--- config.mk ---
export PLATFORM = sky130hd
export DESIGN_NAME = control_unit
export DESIGN_NICKNAME = d
export VERILOG_FILES = /design/src/rtl/control_unit.sv
export SDC_FILE = /design/constraint.sdc
export NUM_CORES = 1
export LEC_CHECK = 0
export ABC_CLOCK_PERIOD_IN_PS = 1570
export CORE_MARGIN = 4
export CORE_UTILIZATION = 27
export CTS_CLUSTER_DIAMETER = 80
export DETAILED_ROUTE_END_ITERATION = 10
export PLACE_DENSITY = 0.83
export SYNTH_ARGS = -nofsm -noshare
export SYNTH_HDL_FRONTEND = slang
export SYNTH_SLANG_ARGS = --single-unit
--- constraint.sdc ---
create_clock -name Clock -period 1.57 [get_ports Clock]
set_input_delay 0.3925 -clock Clock [delete_from_list [all_inputs] [get_ports Clock]]
set_output_delay 0.3925 -clock Clock [all_outputs]
set_load 0.01 [all_outputs]
--- src/rtl/control_unit.sv ---
// Instruction-sequencing FSM: decodes IR into bus selects, load enables, AddSub and Done.
// Optional macro CU_ILLEGAL_OP_EN adds the Illegal flag and the sticky IllegalSeen output.
module control_unit #(
  parameter int IRW       = 9,
  parameter bit R0_AT_MSB = 1'b1
) (
  input  logic           Clock,
  input  logic           Reset,
  input  logic           Run,
  input  logic [IRW-1:0] IR,
  output logic           IRin,
  output logic [7:0]     Rin,
  output logic           Ain,
  output logic           Gin,
  output logic           AddSub,
  output logic [7:0]     selectR,
  output logic           selectG,
  output logic           selectDin,
  output logic           Done
`ifdef CU_ILLEGAL_OP_EN
  ,
  output logic           Illegal,
  output logic           IllegalSeen
`endif
);

  generate
    if (IRW != 9) begin : g_bad_irw
      $error("control_unit: IRW must be 9");
    end
  endgenerate

  typedef enum logic [1:0] {IDLE, T1, T2, T3} state_t;

  localparam logic [2:0] OP_MV  = 3'b000;
  localparam logic [2:0] OP_MVI = 3'b001;
  localparam logic [2:0] OP_ADD = 3'b010;
  localparam logic [2:0] OP_SUB = 3'b011;

  state_t     state, state_next;
  logic [2:0] opcode, rx, ry;
  logic       is_arith;
  logic       illegal_t1;

  assign opcode   = IR[8:6];
  assign rx       = IR[5:3];
  assign ry       = IR[2:0];
  assign is_arith = (opcode == OP_ADD) || (opcode == OP_SUB);

  // Bit ordering of the one-hot register vectors follows the bus mux wiring.
  function automatic logic [7:0] onehot(input logic [2:0] idx);
    onehot = R0_AT_MSB ? (8'h80 >> idx) : (8'h01 << idx);
  endfunction

  always_ff @(posedge Clock) begin
    if (Reset) state <= IDLE;
    else       state <= state_next;
  end

  always_comb begin
    state_next = IDLE;
    case (state)
      IDLE:    state_next = Run ? T1 : IDLE;
      T1:      state_next = is_arith ? T2 : IDLE;
      T2:      state_next = T3;
      T3:      state_next = IDLE;
      default: state_next = IDLE;
    endcase
  end

  always_comb begin
    IRin       = 1'b0;
    Rin        = 8'h00;
    Ain        = 1'b0;
    Gin        = 1'b0;
    AddSub     = 1'b0;
    selectR    = 8'h00;
    selectG    = 1'b0;
    selectDin  = 1'b0;
    Done       = 1'b0;
    illegal_t1 = 1'b0;
    if (!Reset) begin
      case (state)
        IDLE: IRin = Run;
        T1: begin
          case (opcode)
            OP_MV: begin
              selectR = onehot(ry);
              Rin     = onehot(rx);
              Done    = 1'b1;
            end
            OP_MVI: begin
              selectDin = 1'b1;
              Rin       = onehot(rx);
              Done      = 1'b1;
            end
            OP_ADD, OP_SUB: begin
              selectR = onehot(rx);
              Ain     = 1'b1;
            end
            default: begin
              Done       = 1'b1;
              illegal_t1 = 1'b1;
            end
          endcase
        end
        T2: begin
          selectR = onehot(ry);
          Gin     = 1'b1;
          AddSub  = opcode[0];
        end
        T3: begin
          selectG = 1'b1;
          Rin     = onehot(rx);
          Done    = 1'b1;
        end
        default: ;
      endcase
    end
  end

`ifdef CU_ILLEGAL_OP_EN
  logic illegal_seen_q;

  always_ff @(posedge Clock) begin
    if (Reset)           illegal_seen_q <= 1'b0;
    else if (illegal_t1) illegal_seen_q <= 1'b1;
  end

  assign Illegal     = illegal_t1;
  // Gated so every output reads 0 while Reset is held, before the clearing edge.
  assign IllegalSeen = illegal_seen_q & ~Reset;
`else
  logic unused_illegal;
  assign unused_illegal = illegal_t1;
`endif

endmodule

# After elaboration in Yosys (flattened, before gate mapping)
# Cells that the tools add are included.
dict set report word_totals {
  regBits 2
  memories 0
  latchBits 0
  ram_bits 0
  romBits 0
}
dict set report classes {
  reduce_logical 5
  add_sub_neg 0
  mul 0
  n_lt_le_gt_ge 0
  eq_ne 6
  div_mod_pow 0
  n_bitwise 0
  mux 26
  n_shift 2
}
# cell count
set op_table {}
lappend op_table {{$pmux W8 S2} 3}
lappend op_table {{$mux W8} 3}
lappend op_table {{$mux W1} 17}
lappend op_table {{$shr A8 B3 Y8 const A} 2}
lappend op_table {{$pmux W2 S4} 1}
lappend op_table {{$eq A3 B2 Y1 const B} 2}
lappend op_table {{$eq A2 B2 Y1 const B} 2}
lappend op_table {{$reduce_or A2 Y1} 2}
lappend op_table {{$eq A3 B1 Y1 const B} 1}
lappend op_table {{$logic_not A3 Y1} 1}
lappend op_table {{$eq A2 B1 Y1 const B} 1}
lappend op_table {{$logic_not A2 Y1} 1}
lappend op_table {{$mux W2} 1}
lappend op_table {{$pmux W1 S2} 1}
lappend op_table {{$logic_or A1 B1 Y1} 1}

# Logic depth before layout (Yosys ltp)
dict set report logic_depth {
  depth_word 5
  depth_mapped 5
  ltp_nobuf 5
}

# Worst setup path before layout
# OpenSTA, ideal clock, no wires.
dict set report synth_path {
  path_kind {reg2out}
  from {register state[0]}
  to {output selectR[5]}
  required_time_ps 1177
  slack_ps -256
  path_stages_with_launch 6
  arrival_time_ps 1434
  cell_sequence {dfxtp_1 > inv_1 > ha_1 > nor2b_1 > nand3b_1 > o32ai_1}
}
dict set report synth_via {
  elab_chain_len 3
}
# element line
set synth_lines {}
lappend synth_lines {{start: declaration} 40} ;# state_t state, state_next;
lappend synth_lines {{start signal: assignment} 57} ;# else state <= state_next;
lappend synth_lines {{$eq A2 B2 Y1 / $eq A2 B1 Y1 (equally long branches)} 83} ;# case (state)
lappend synth_lines {{$pmux W8 S2 (*)} 83}
lappend synth_lines {{$mux W8 (*)} 82} ;# if (!Reset) begin
lappend synth_lines {{end: declaration} 16} ;# output logic [7:0] selectR,
# Mark *: on every way between the ends. The rest lies on a longest branch, timed or not.

==> run_results.csv <==
group,metric,value,unit
timing,skew,0.001694,ns
cts,cts.sinks,2,
finish,layout_commonest_cell,"buf_2",
global_routing,overflow,0,
status,failed_checks,"negative setup slack",
finish,finish.utilization,0.8536,
pwr,power_leakage,0.0005154,uW
timing,tightest_slew,0.2678,ns
yosys,synthDominantCellAreaShare,0.1389,
finish,multi_input_area,561.8,um2
worst_setup_path,max_stage_delay,0.35,ns
route,vias,776,
yosys,ys.warnings.count,0,
yosys,ys.flop_type,"dfxtp_1",
cts,cts_tree,"done",
yosys,avgSynthCellArea,6.539,um2
route,drc,0,
global_routing,antenna_found_initial,1,
hold_path,min_from,"Reset",
run,maxCapViolations,0,
timing,setup_violations,22,
yosys,ys_seq_elements,2,
route,dr.pass1.iters,4,
worst_setup_path,crit_chain,"inv_4, ha_4, nor2b_4, nand3b_1, o32ai_2, buf_2",
global_routing,grt_pass1_wl,3663,um
finish,drive_above_1_share,0.6935,
yosys,synthCells,62,
yosys,ys_seq_area_frac,0.09877,
finish,area_delta_synth_final,184.3,%
cts,clock_path_buffers,2,
route,routed_via_density,5.543,
worst_setup_path,regToRegSetupSlack,0.03,ns
timing,finalMaxSlewViolations,0,
placed_design,place_area,923.4,um2
finish,nFillCells,84,
worst_setup_path,crit_type,"reg2out",
worst_setup_path,reg2reg_from,"state[0]",
cts,ctsHoldBuffers,0,
cts,clk_pin_slew_worst_paths,0.03,ns
timing,relSlewSlack,0.8208,
worst_setup_path,cp.required,1.18,ns
floorplanning,io_pins,35,
yosys,synth_edf_count,0,
timing,rsz0062_at_grt,"true",
finish,regArea,45.04,um2
hold_path,min_path_type,"in2reg",
worst_setup_path,r2r_cells,9,
worst_setup_path,cp.arrival,1.66,ns
floorplanning,rows,13,
yosys,yosys-top-cells-area,"nor2_1, ha_1, dfxtp_1",
hold_path,hold_depth,3,
global_routing,gr-usage-all-layers,0.2453,
timing,period_minus_slack,2.053,ns
placed_design,place_hpwl,1545,um
yosys,synth_area,405.4,um2
worst_setup_path,path_buf_inv,2,
timing,fin_ws,-0.4832,ns
global_routing,grt_max_degree,8,
worst_setup_path,cp_max_fo,4,
route,avgRoutedWirePerCell,17.98,um
pwr,ir_drop,0.2567,mV
cts,htree_levels,1,
cts,clock_latency,0.23,ns
timing,fin_crit_sh,1.308,
pwr,p_total,334.4,uW
worst_setup_path,worst_path_max_delay_cell,"dfxtp_2",
finish,final_net_count,142,
yosys,synth_top_area_cell,"nor2_1",
placed_design,place.gp.congestion,0.7727,
global_routing,grt_pass1_vias,808,
floorplanning,start_util,0.3003,
worst_setup_path,startpoint_type,"flip-flop",
timing,max_freq,487.1,MHz
worst_setup_path,rr_endpoint,"state[0]",
route,routed_wl,2517,um
route,drt-initial-drc-count,11,
floorplanning,fp.dieH,46.75,um
timing,hold_violations,0,
cts,clockRootBuffer,"clkbuf_4",
finish,stdcell_count,140,
placed_design,dp.cells,123,
floorplanning,core_area,0.001350,mm2
placed_design,portBuffers,34,
status,outcome,"complete, but fails checks",
yosys,synth_nets,78,
floorplanning,fp.dieW,46.75,um
finish,fin_area,0.001152,mm2
yosys,ys_async_sr_fraction,0,
worst_setup_path,crit_family,"flip-flops",
cts,numCtsBuffers,3,
finish,most-common-layout-cells,"buf_2, buf_6, nor2_1, buf_4, clkdlybuf4s50_1",
pwr,power.density,290.2,mW/mm2
route,ant_nets,0,
worst_setup_path,cp-end-kind,"primary output",
yosys,synth.distinct_cells,23,
floorplanning,die_area,0.002186,mm2
## worst register-to-register path, cell delays in order, from the launching register on
cell and delay, ns:
dfxtp_4 0.36, inv_4 0.04, buf_4 0.13, buf_6 0.11
buf_6 0.11, ha_4 0.17, buf_6 0.11, nor2b_4 0.12
buf_6 0.11, a21o_1 0.16
## cells in the mapped netlist (2+ instances only)
library cell and instances:
nand2_1 4, dfxtp_1 2, nor2b_1 6, nor2_1 15, inv_1 3, o32ai_1 4, nand4_1 2, nand2b_1 2
o22ai_1 4, ha_1 4, o21ai_0 3, nand3b_1 2
## report_power, final
part	switching (uW)	internal (uW)	leakage, uW
combinational	79.8	86.8	0.000484
clock	28.3	84.1	0.0000138
sequential	2.89	52.5	0.0000175
total	111	223	0.000515
## layer usage
metal	track usage	vias to the layer above	routed length, um
met4	0.1602	0	106
met2	0.4533	48	1312
li1	-	349	-
met5	0	-	0
met3	0.06130	12	167
met1	0.2397	367	931
## through the flow
stage / hold WS, ns / worst slack (ns) / setup TNS [ns]
6_report: 0.5895 / -0.4832 / -8.250
3_5_place_dp: 0.6329 / -1.006 / -20.23
2_1_floorplan: 0.5139 / -0.06667 / -0.1258
3_3_place_gp: 0.6164 / -0.9568 / -19.58
4_1_cts: 0.7200 / -0.4307 / -6.614
5_1_grt: 0.6256 / -0.5564 / -9.436
## logic make-up (layout without fill, tap and decap cells)
kind of cell | count (synthesis) | after routing | synth area share
and+or+nand+nor | 38 | 38 | 0.5062
AOI/OAI and AO/OA | 14 | 14 | 0.2315
adders and majority gates | 4 | 4 | 0.1235
buffers and inverters | 4 | 66 | 0.04011
DFF | 2 | 2 | 0.09877
other | 0 | 1 | 0
## worst max-delay path by stage
stage,cells after the start,slack [ns],endpoint,start
5_1_grt,7,-0.56,selectR[4],flip-flop
3_5_place_dp,5,-1.01,selectR[6],IR[6]
3_3_place_gp,5,-0.96,selectR[6],IR[6]
2_1_floorplan,5,-0.07,selectR[6],state[0]
6_report,6,-0.48,selectR[6],flip-flop
4_1_cts,7,-0.43,selectR[6],flip-flop
## final cells by class
class | count | area share
Antenna cell | 1 | 0.002172
Inverter | 3 | 0.01412
Sequential cell | 2 | 0.03909
Clock buffer | 3 | 0.01954
Tap cell | 15 | 0.01629
Timing Repair Buffer | 60 | 0.4213
Multi-Input combinational cell | 56 | 0.4875
## what timing repair did
item,in CTS,in global routing
endpoints found under the setup margin,23,23
cloned,0,0
pin swaps,14,9
resized for setup,132,26
setup buffers,9,5
(Power assumes the default switching activity.)
